### config.mk
export PLATFORM = sky130hd
export DESIGN_NAME = decode_stage
export DESIGN_NICKNAME = d
export VERILOG_FILES = /design/src/rtl/decode_stage_pkg.sv /design/src/rtl/decode_stage_rv_decode.sv /design/src/rtl/decode_stage.sv
export SDC_FILE = /design/constraint.sdc
export NUM_CORES = 1
export LEC_CHECK = 0
export BUFFER_PORTS_ARGS = -buffer_cell sky130_fd_sc_hd__buf_4
export CAP_MARGIN = 20
export CORE_MARGIN = 2
export CORE_UTILIZATION = 45
export CTS_CLUSTER_DIAMETER = 150
export CTS_CLUSTER_SIZE = 25
export DETAILED_ROUTE_END_ITERATION = 6
export PLACE_DENSITY = 0.77
export SETUP_SLACK_MARGIN = 0.5
export SLEW_MARGIN = 10
export SYNTH_ARGS = -nofsm -noshare
export SYNTH_HDL_FRONTEND = slang
export SYNTH_HIERARCHICAL = 1
export SYNTH_SLANG_ARGS = --single-unit
### constraint.sdc
create_clock -name clk -period 9.2 [get_ports clk]
set_input_delay 1.38 -clock clk [delete_from_list [all_inputs] [get_ports clk]]
set_output_delay 1.38 -clock clk [all_outputs]
set_load 0.05 [all_outputs]
### src/rtl/decode_stage_pkg.sv
// decode_stage_pkg: shared types for the decode stage.
//   alu_op_e       - ALU operation selected by the decoder
//   stage_state_e  - RUN/HALT state of the decode stage
//   instruction_t  - decoded instruction payload handed to execute
//   opcode/funct constants and immediate sign-extension helpers
// The immediate is carried at the widest legal XLEN (64) and is always fully
// sign-extended, so its low XLEN bits are the XLEN-wide immediate for either
// legal XLEN.
package decode_stage_pkg;

    localparam int IMM_W = 64;

    localparam logic [6:0] OPC_OP     = 7'b0110011;
    localparam logic [6:0] OPC_OP_IMM = 7'b0010011;
    localparam logic [6:0] OPC_LUI    = 7'b0110111;
    localparam logic [6:0] OPC_SYSTEM = 7'b1110011;

    localparam logic [2:0] F3_ADD_SUB = 3'b000;
    localparam logic [2:0] F3_SLL     = 3'b001;
    localparam logic [2:0] F3_SLT     = 3'b010;
    localparam logic [2:0] F3_SLTU    = 3'b011;
    localparam logic [2:0] F3_XOR     = 3'b100;
    localparam logic [2:0] F3_SR      = 3'b101;
    localparam logic [2:0] F3_OR      = 3'b110;
    localparam logic [2:0] F3_AND     = 3'b111;

    localparam logic [6:0] F7_BASE = 7'b0000000;
    localparam logic [6:0] F7_ALT  = 7'b0100000;

    localparam logic [31:0] INSTR_EBREAK = 32'h0010_0073;

    typedef enum logic [3:0] {
        OP_ADD  = 4'd0,
        OP_SUB  = 4'd1,
        OP_SLL  = 4'd2,
        OP_SLT  = 4'd3,
        OP_SLTU = 4'd4,
        OP_XOR  = 4'd5,
        OP_SRL  = 4'd6,
        OP_SRA  = 4'd7,
        OP_OR   = 4'd8,
        OP_AND  = 4'd9
    } alu_op_e;

    typedef enum logic {
        ST_RUN  = 1'b0,
        ST_HALT = 1'b1
    } stage_state_e;

    typedef struct packed {
        alu_op_e          op;
        logic [4:0]       rd;
        logic [4:0]       rs1;
        logic [4:0]       rs2;
        logic             has_immediate;
        logic [IMM_W-1:0] immediate;
        logic             is_ebreak;
    } instruction_t;

    function automatic logic [IMM_W-1:0] sext12(input logic [11:0] v);
        return {{(IMM_W-12){v[11]}}, v};
    endfunction

    function automatic logic [IMM_W-1:0] sext32(input logic [31:0] v);
        return {{(IMM_W-32){v[31]}}, v};
    endfunction

endpackage

### src/rtl/decode_stage_rv_decode.sv
// rv_decode: purely combinational RV decoder for the supported subset
// (R-type ALU, I-type ALU, LUI, EBREAK).
//   instr   - raw 32-bit instruction
//   dec     - decoded payload; all-zero (ADD, no registers) when illegal
//   illegal - high for every encoding outside the supported subset
module rv_decode
    import decode_stage_pkg::*;
#(
    parameter int XLEN = 32
) (
    input  logic [31:0]  instr,
    output instruction_t dec,
    output logic         illegal
);

    logic [6:0]   opcode_s;
    logic [2:0]   f3_s;
    logic [6:0]   f7_s;
    logic         sh_base_s;
    logic         sh_alt_s;
    logic [5:0]   shamt_s;
    logic         ok_s;
    instruction_t dec_s;

    assign opcode_s = instr[6:0];
    assign f3_s     = instr[14:12];
    assign f7_s     = instr[31:25];

    // Shift-immediate qualification: RV64 borrows instr[25] as shamt bit 5.
    always_comb begin
        if (XLEN == 64) begin
            sh_base_s = (instr[31:26] == 6'b000000);
            sh_alt_s  = (instr[31:26] == 6'b010000);
            shamt_s   = instr[25:20];
        end else begin
            sh_base_s = (f7_s == F7_BASE);
            sh_alt_s  = (f7_s == F7_ALT);
            shamt_s   = {1'b0, instr[24:20]};
        end
    end

    // Field extraction and operation selection; ok_s marks a supported encoding.
    always_comb begin
        dec_s = '0;
        ok_s  = 1'b0;
        case (opcode_s)
            OPC_OP: begin
                dec_s.rd  = instr[11:7];
                dec_s.rs1 = instr[19:15];
                dec_s.rs2 = instr[24:20];
                if (f7_s == F7_BASE) begin
                    ok_s = 1'b1;
                    case (f3_s)
                        F3_ADD_SUB: dec_s.op = OP_ADD;
                        F3_SLL:     dec_s.op = OP_SLL;
                        F3_SLT:     dec_s.op = OP_SLT;
                        F3_SLTU:    dec_s.op = OP_SLTU;
                        F3_XOR:     dec_s.op = OP_XOR;
                        F3_SR:      dec_s.op = OP_SRL;
                        F3_OR:      dec_s.op = OP_OR;
                        F3_AND:     dec_s.op = OP_AND;
                        default:    ok_s     = 1'b0;
                    endcase
                end else if ((f7_s == F7_ALT) && (f3_s == F3_ADD_SUB)) begin
                    dec_s.op = OP_SUB;
                    ok_s     = 1'b1;
                end else if ((f7_s == F7_ALT) && (f3_s == F3_SR)) begin
                    dec_s.op = OP_SRA;
                    ok_s     = 1'b1;
                end else begin
                    ok_s = 1'b0;
                end
            end
            OPC_OP_IMM: begin
                dec_s.rd            = instr[11:7];
                dec_s.rs1           = instr[19:15];
                dec_s.has_immediate = 1'b1;
                dec_s.immediate     = sext12(instr[31:20]);
                ok_s                = 1'b1;
                case (f3_s)
                    F3_ADD_SUB: dec_s.op = OP_ADD;
                    F3_SLT:     dec_s.op = OP_SLT;
                    F3_SLTU:    dec_s.op = OP_SLTU;
                    F3_XOR:     dec_s.op = OP_XOR;
                    F3_OR:      dec_s.op = OP_OR;
                    F3_AND:     dec_s.op = OP_AND;
                    F3_SLL: begin
                        dec_s.op        = OP_SLL;
                        dec_s.immediate = IMM_W'(shamt_s);
                        ok_s            = sh_base_s;
                    end
                    F3_SR: begin
                        dec_s.immediate = IMM_W'(shamt_s);
                        if (sh_base_s) begin
                            dec_s.op = OP_SRL;
                        end else if (sh_alt_s) begin
                            dec_s.op = OP_SRA;
                        end else begin
                            ok_s = 1'b0;
                        end
                    end
                    default: ok_s = 1'b0;
                endcase
            end
            OPC_LUI: begin
                dec_s.rd            = instr[11:7];
                dec_s.has_immediate = 1'b1;
                dec_s.immediate     = sext32({instr[31:12], 12'h000});
                ok_s                = 1'b1;
            end
            OPC_SYSTEM: begin
                if (instr == INSTR_EBREAK) begin
                    dec_s.is_ebreak = 1'b1;
                    ok_s            = 1'b1;
                end else begin
                    ok_s = 1'b0;
                end
            end
            default: ok_s = 1'b0;
        endcase
    end

    assign dec     = ok_s ? dec_s : '0;
    assign illegal = ~ok_s;

endmodule

### src/rtl/decode_stage.sv
// decode_stage: buffered decode stage between fetch and execute.
//   clk, rst_n                        - clock, async active-low reset
//   in_valid/in_ready/in_instr/in_pc  - fetch-side handshake and payload
//   out_valid/out_ready/out_instr/out_pc - execute-side handshake and payload
//   flush   - discard all buffered entries (and any same-cycle push)
//   resume  - leave HALT once the buffer has drained
//   halted  - stage is in HALT (no new input accepted)
//   illegal - illegal flag of the entry currently at the head
// Decoded entries are written into a DEPTH-entry circular buffer; the head
// entry drives out_* directly from registers, giving one cycle of latency.
module decode_stage
    import decode_stage_pkg::*;
#(
    parameter int XLEN  = 32,
    parameter int DEPTH = 2
) (
    input  logic            clk,
    input  logic            rst_n,
    input  logic            in_valid,
    output logic            in_ready,
    input  logic [31:0]     in_instr,
    input  logic [XLEN-1:0] in_pc,
    output logic            out_valid,
    input  logic            out_ready,
    output instruction_t    out_instr,
    output logic [XLEN-1:0] out_pc,
    input  logic            flush,
    input  logic            resume,
    output logic            halted,
    output logic            illegal
);

    localparam logic [1:0] DEPTH_C = 2'(DEPTH);

    function automatic logic ptr_inc(input logic p);
        return (DEPTH == 1) ? 1'b0 : ~p;
    endfunction

    instruction_t    dec_s;
    logic            dec_ill_s;
    stage_state_e    state_r, state_s;
    logic [1:0]      count_r, count_s;
    logic            rd_ptr_r, rd_ptr_s;
    logic            wr_ptr_r, wr_ptr_s;
    logic            push_s, pop_s, head_ill_s;
    logic            out_valid_r, halted_r, illegal_r;
    instruction_t    mem_instr_r [DEPTH];
    logic [XLEN-1:0] mem_pc_r    [DEPTH];
    logic [DEPTH-1:0] mem_ill_r;

    rv_decode #(.XLEN(XLEN)) u_rv_decode (
        .instr   (in_instr),
        .dec     (dec_s),
        .illegal (dec_ill_s)
    );

    // Flush wins over both sides: a flushed cycle neither stores nor retires.
    assign in_ready = rst_n && (count_r < DEPTH_C) && (state_r == ST_RUN);
    assign push_s   = in_valid && in_ready && !flush;
    assign pop_s    = (count_r != 2'd0) && out_ready && !flush;

    // Next occupancy, pointers and RUN/HALT state.
    always_comb begin
        count_s  = count_r;
        rd_ptr_s = rd_ptr_r;
        wr_ptr_s = wr_ptr_r;
        state_s  = state_r;
        if (flush) begin
            count_s  = 2'd0;
            rd_ptr_s = 1'b0;
            wr_ptr_s = 1'b0;
        end else begin
            case ({push_s, pop_s})
                2'b10:   count_s = count_r + 2'd1;
                2'b01:   count_s = count_r - 2'd1;
                default: count_s = count_r;
            endcase
            if (push_s) wr_ptr_s = ptr_inc(wr_ptr_r);
            else        wr_ptr_s = wr_ptr_r;
            if (pop_s)  rd_ptr_s = ptr_inc(rd_ptr_r);
            else        rd_ptr_s = rd_ptr_r;
            case (state_r)
                ST_RUN: begin
                    if (push_s && (dec_s.is_ebreak || dec_ill_s)) state_s = ST_HALT;
                    else                                          state_s = ST_RUN;
                end
                ST_HALT: begin
                    if (resume && (count_r == 2'd0)) state_s = ST_RUN;
                    else                             state_s = ST_HALT;
                end
                default: state_s = ST_RUN;
            endcase
        end
    end

    // Illegal flag of the next head: the incoming entry when it lands in the head slot.
    always_comb begin
        if (count_s == 2'd0) begin
            head_ill_s = 1'b0;
        end else if (push_s && (wr_ptr_r == rd_ptr_s)) begin
            head_ill_s = dec_ill_s;
        end else begin
            head_ill_s = mem_ill_r[rd_ptr_s];
        end
    end

    // Control state and registered status outputs.
    always_ff @(posedge clk or negedge rst_n) begin
        if (!rst_n) begin
            state_r     <= ST_RUN;
            count_r     <= 2'd0;
            rd_ptr_r    <= 1'b0;
            wr_ptr_r    <= 1'b0;
            out_valid_r <= 1'b0;
            halted_r    <= 1'b0;
            illegal_r   <= 1'b0;
        end else begin
            state_r     <= state_s;
            count_r     <= count_s;
            rd_ptr_r    <= rd_ptr_s;
            wr_ptr_r    <= wr_ptr_s;
            out_valid_r <= (count_s != 2'd0);
            halted_r    <= (state_s == ST_HALT);
            illegal_r   <= head_ill_s;
        end
    end

    // Payload storage; contents are don't-care until written.
    always_ff @(posedge clk) begin
        if (push_s) begin
            mem_instr_r[wr_ptr_r] <= dec_s;
            mem_pc_r[wr_ptr_r]    <= in_pc;
            mem_ill_r[wr_ptr_r]   <= dec_ill_s;
        end
    end

    assign out_valid = out_valid_r;
    assign out_instr = mem_instr_r[rd_ptr_r];
    assign out_pc    = mem_pc_r[rd_ptr_r];
    assign halted    = halted_r;
    assign illegal   = illegal_r;

endmodule

; After elaboration in Yosys (flattened, before gate mapping)
; Memory sizes are Yosys's and may differ from the RTL's.
; Cells that the tools add are included.
[word_totals]
ram_bits = 234
inputBits = 70
output_inout_bits = 121
romBits = 32
regBits = 9
elab_cells = 100
n_memories = 3
[memory_table]
columns = name, words, word_bits, rd, rd_ports_with_merged_regs, write_ports, line_no
row1 = mem_instr_r, 2, 85, 1, 0, 1, decode_stage.sv:47  ; instruction_t mem_instr_r [DEPTH];
row2 = mem_pc_r, 2, 32, 1, 0, 1, decode_stage.sv:48  ; logic [XLEN-1:0] mem_pc_r [DEPTH];
row3 = (no name shown), 8, 4, 1, 0, 0, decode_stage_rv_decode.sv:53  ; case (f3_s)
[classes]
mux = 40
bitwise_logic = 4
n_addsub = 2
n_reduce_logical = 24
order_cmp = 4
eq_ne = 16
[op_table]
columns = cell, count
row1 = 65-bit case mux with 2 select lines, 1
row2 = 85-bit two-way mux, 1
row3 = 64-bit two-way mux, 1
row4 = 32-bit by 21-bit equality test with 1-bit output (second input constant), 1
row5 = 4-bit case mux with 8 select lines, 1
row6 = 7-bit by 6-bit equality test with 1-bit output (second input constant), 3
row7 = 1-bit two-way mux, 20
row8 = 5-bit two-way mux, 3
row9 = 3-bit equality test (second input constant), 4
row10 = 1-bit logical AND, 12
row11 = 3-bit two-way mux, 3
row12 = 4-bit two-way mux, 2
row13 = 4-bit case mux with 2 select lines, 1
row14 = 7-bit by 5-bit equality test with 1-bit output (second input constant), 1
row15 = 7-bit equality test (second input constant), 1
row16 = 7-bit logical NOT, 1
row17 = 3-bit by 2-bit equality test with 1-bit output (second input constant), 2
row18 = 2-bit nonzero test, 3
row19 = 2-bit logical NOT, 2
row20 = 1-bit by 2-bit < comparator with 1-bit output (second input constant), 2
row21 = 1-bit inverter, 4
row22 = 1-bit case mux with 2 select lines, 2
row23 = 1-bit case mux with 4 select lines, 1
row24 = 2-bit case mux with 2 select lines, 1
row25 = other kinds (16), 17

; Logic depth before layout (Yosys ltp)
[depth]
word_depth = 11
depth_mapped = 9
ltp_nobuf = 8

; Hierarchy
; The synthesis kept the hierarchy.
[by_module_without_submodules]
columns = mod, cells_each, instances, seq_area_each_um2, area_each_um2
row1 = decode_stage, 408, 1, 7262.0, 8888.5
row2 = rv_decode, 181, 1, 0.0, 1342.5

; Worst setup path before layout
; OpenSTA, ideal clock, no wires.
[synth_path]
path_type = input to register
from = in rst_n
to = reg mem_ill_r[0] (enable)
n_path_buf = 0
required_ps = 8603
t_arrival_ps = 7300
setup_slack_ps = 1303
setup_time_ps = 597
stages = 3
path_cell_list = nor3b_2 nand3b_2 nor2_1
[synth_between]
elab_chain_cells = 4
[synth_lines]
columns = item, line_no
row1 = "start, declared", decode_stage.sv:18  ; input logic rst_n,
row2 = 1-bit logical AND (2 in a row), decode_stage.sv:58  ; assign in_ready = rst_n && (count_r < DEPTH_C) && (state_r == ST_RUN);
row3 = 1-bit logical AND (2 in a row), decode_stage.sv:59  ; assign push_s = in_valid && in_ready && !flush;
row4 = "end signal, assigned by index", decode_stage.sv:133  ; mem_ill_r[wr_ptr_r] <= dec_ill_s;
row5 = "end, declared", decode_stage.sv:49  ; logic [DEPTH-1:0] mem_ill_r;
; Every way passes these cells.
; A chain may end at the register's enable or synchronous reset.

==> impl_metrics.py <==
metrics = {
    "outcome": {
        "status": "finished, final reports clean",
    },
    "routing": {
        "dr.pass1.iters": 4,
        "drt_iter0_drc": 434,
        "num_vias": 5467,
        "top_layer": "met5",
        "vias_per_cell": 5.297,
        "dr_wl_met2_mm": 9.881,
        "ant_nets": 0,
        "wl_met1_mm": 8.389,
        "drc": 0,
        "drt_wl_total_mm": 19.70,
        "routedWlPerCell_um": 19.09,
        "wl_met3_mm": 1.220,
    },
    "global_routing": {
        "grt_pass1_wl_mm": 29.36,
        "grt_max_degree": 68,
        "antenna_found_initial": 1,
        "grt_util_all_layers": 0.1576,
        "grt-ovfl-total": 0,
        "grt_pass1_vias": 5280,
    },
    "timing": {
        "fin_crit_ns": 4.294,
        "rsz0062_at_grt": "no",
        "hold_viol_final": 0,
        "relSlewSlack": 0.2413,
        "fmax_ghz": 0.2329,
        "worst_pin_slew_ns": 1.129,
        "setup_viol": 0,
        "tns_ns": 0,
        "period_share": 0.4667,
        "timing.hold.ws_ns": 0.5483,
        "clock_skew_ns": 0.01404,
        "slew_viol_final": 0,
    },
    "worst_setup_path": {
        "cp_common_cell": "buf_4",
        "worstPathRequired_ns": 7.82,
        "cp_slowest_cell": "dfrtp_4",
        "critical_path.startpoint_type": "flip-flop",
        "worstRegToRegCells": 5,
        "max_stage_delay_ns": 0.93,
        "critPathArrivalTime_ns": 2.91,
        "crit_fanout": 67,
        "crit_type": "reg -> out",
        "crit_chain": "buf_4 > mux2_2 > buf_4",
        "critPathCaptureType": "primary output",
    },
    "synth": {
        "syn_nets": 665,
        "synth.area.top_cells": "edfxtp_1 (69%), mux2_2 (13%), buf_4 (2.6%)",
        "synth_edf_count": 236,
        "ys_seq_elements": 243,
        "synth.avg_cell_area_um2": 17.37,
        "yosys-top-cells-count": "edfxtp_1 (236), mux2_2 (117), buf_4 (36), a21o_1 (19), a21oi_2 (15)",
        "yosysMostFrequentCell": "edfxtp_1",
        "synthesis.area_um2": 10230,
        "netlist-cell-type-count": 58,
        "synth_cells": 589,
        "synth_ff_type": "edfxtp_1",
        "ys_seq_area_frac": 0.7098,
        "synth_warnings": 6,
        "synth_async_sr_flop_share": 0.02881,
        "synth_top_cell_by_area": "edfxtp_1",
        "synth_top_area_frac": 0.6927,
    },
    "final_layout": {
        "drive_gt1_frac": 0.4953,
        "nNetsFinal": 821,
        "area_delta_synth_final_pct": 17.73,
        "final_core_util": 0.5353,
        "n_fill_cell": 1850,
        "antenna_cells_inserted": 0,
    },
    "power": {
        "ir_worst_vdd_v": 0.0001377,
        "p_leak_nw": 4.565,
        "power_density_nw_per_um2": 175.5,
    },
    "clock_tree": {
        "cts_setup_buffers": 0,
        "clk_latency_ns": 0.47,
        "numCtsBuffers": 13,
        "cts_resized": 0,
        "cts_tree": "done",
        "clock_path_buffers": 3,
        "cts_hold_buf": 0,
        "cts.htree.levels": 1,
        "root_buffer": "clkbuf_16",
        "clk_pin_slew_ns": 0.10,
        "numClockSinks": 243,
    },
    "floorplan": {
        "core-area_um2": 22500,
        "die_y_um": 154.8,
        "rows": 55,
        "die_area_um2": 23960,
        "io_pins": 191,
        "die_w_um": 154.8,
        "start_util": 0.4547,
    },
    "run": {
        "maxCapViolations": 0,
    },
    "worst_hold_path": {
        "hold_path_depth": 2,
        "worstHoldPathType": "reg -> reg",
    },
    "place": {
        "io_buffers": 190,
        "place_congestion": 0.8051,
        "dp_hpwl_mm": 12.73,
    },
}
==> final timing paths <==
path | startpoint | end | slack (ns)
worst max-delay path | rd_ptr_r$_DFF_PN0_ | out_instr[26] | 4.91
worst min-delay path | mem_ill_r[0]$_DFFE_PP_ | illegal$_DFF_PN0_ | 0.55
worst max register to register | count_r[1]$_DFF_PN0_ | mem_instr_r[0][60]$_DFFE_PP_ | 6.17
worst min register to register | mem_ill_r[0]$_DFFE_PP_ | illegal$_DFF_PN0_ | 0.55
max in group asynchronous | rst_n | rd_ptr_r$_DFF_PN0_ | 8.36
min in group asynchronous | rst_n | rd_ptr_r$_DFF_PN0_ | 0.70
==> critical path, delay by kind of cell, from the launching register on <==
kind / cells / cell delay [ns]
buffers and inverters: 2 / 1.02
DFF: 1 / 0.93
muxes: 1 / 0.43
==> placed cells by master, fill, tap and decap left out, drive strengths merged, types with 4 or more instances in the layout <==
cell	count
o21ai	8
dfrtp	7
a21o	19
clkbuf	16
a211oi	5
ha	6
mux2	117
or2	4
nor4	4
and2	9
edfxtp	236
nor2	12
inv	14
nor3	8
buf	196
a21oi	19
nand3b	6
nand2	14
==> state kept, by name (all words and copies together), names as in the netlist <==
register	flops
mem_pc_r	64
count_r	2
mem_ill_r	2
out_valid	1
halted	1
wr_ptr_r	1
rd_ptr_r	1
mem_instr_r	170
illegal	1
==> power breakdown <==
group          internal [mW]  switching, mW  total (mW)
registers               1.23         0.0130        1.24
logic                  0.101          0.189       0.290
clock network          0.262          0.320       0.582
==> cell type report <==
| cell class | count | area (µm²) | area share |
|---|---|---|---|
| clock inverters | 1 | 8.758 | 0.0007271 |
| repair buffers | 196 | 1471 | 0.1222 |
| well taps | 285 | 356.6 | 0.02960 |
| multi-input cells | 278 | 2557 | 0.2123 |
| flip-flops and latches | 243 | 7266 | 0.6032 |
| inverters | 13 | 48.80 | 0.004051 |
| clock buffers | 16 | 336.6 | 0.02794 |
==> logic make-up (layout without fill, tap and decap cells) <==
family                     Yosys count  after routing  share of synthesized area
adders and majority gates            6              6                   0.007337
DFF                                243            243                     0.7098
and+or+nand+nor                     79             79                    0.04684
xor gates and xnor gates             6              6                   0.005137
muxes                              117            117                     0.1288
buffers and inverters               68            226                    0.04182
AOI/OAI and AO/OA                   70             70                    0.06029
==> per-stage QoR <==
stage	instances	setup WS (ns)	instance area (µm²)	total power [mW]
6_report	1032	4.906	12050	2.113
3_3_place_gp	1015	5.188	11700	1.555
4_1_cts	1032	4.852	12050	2.139
5_1_grt	1032	4.737	12050	2.186
2_1_floorplan	589	1.303	10230	1.462
3_5_place_dp	1015	5.121	11700	1.558
==> metal layers <==
layer	vias to the layer above	global-route usage
li1	2532	-
met1	2754	0.2144
met2	161	0.2698
met3	18	0.02858
met4	2	0.02866
met5	-	0
No activity file was read; power rests on OpenSTA's default activity.
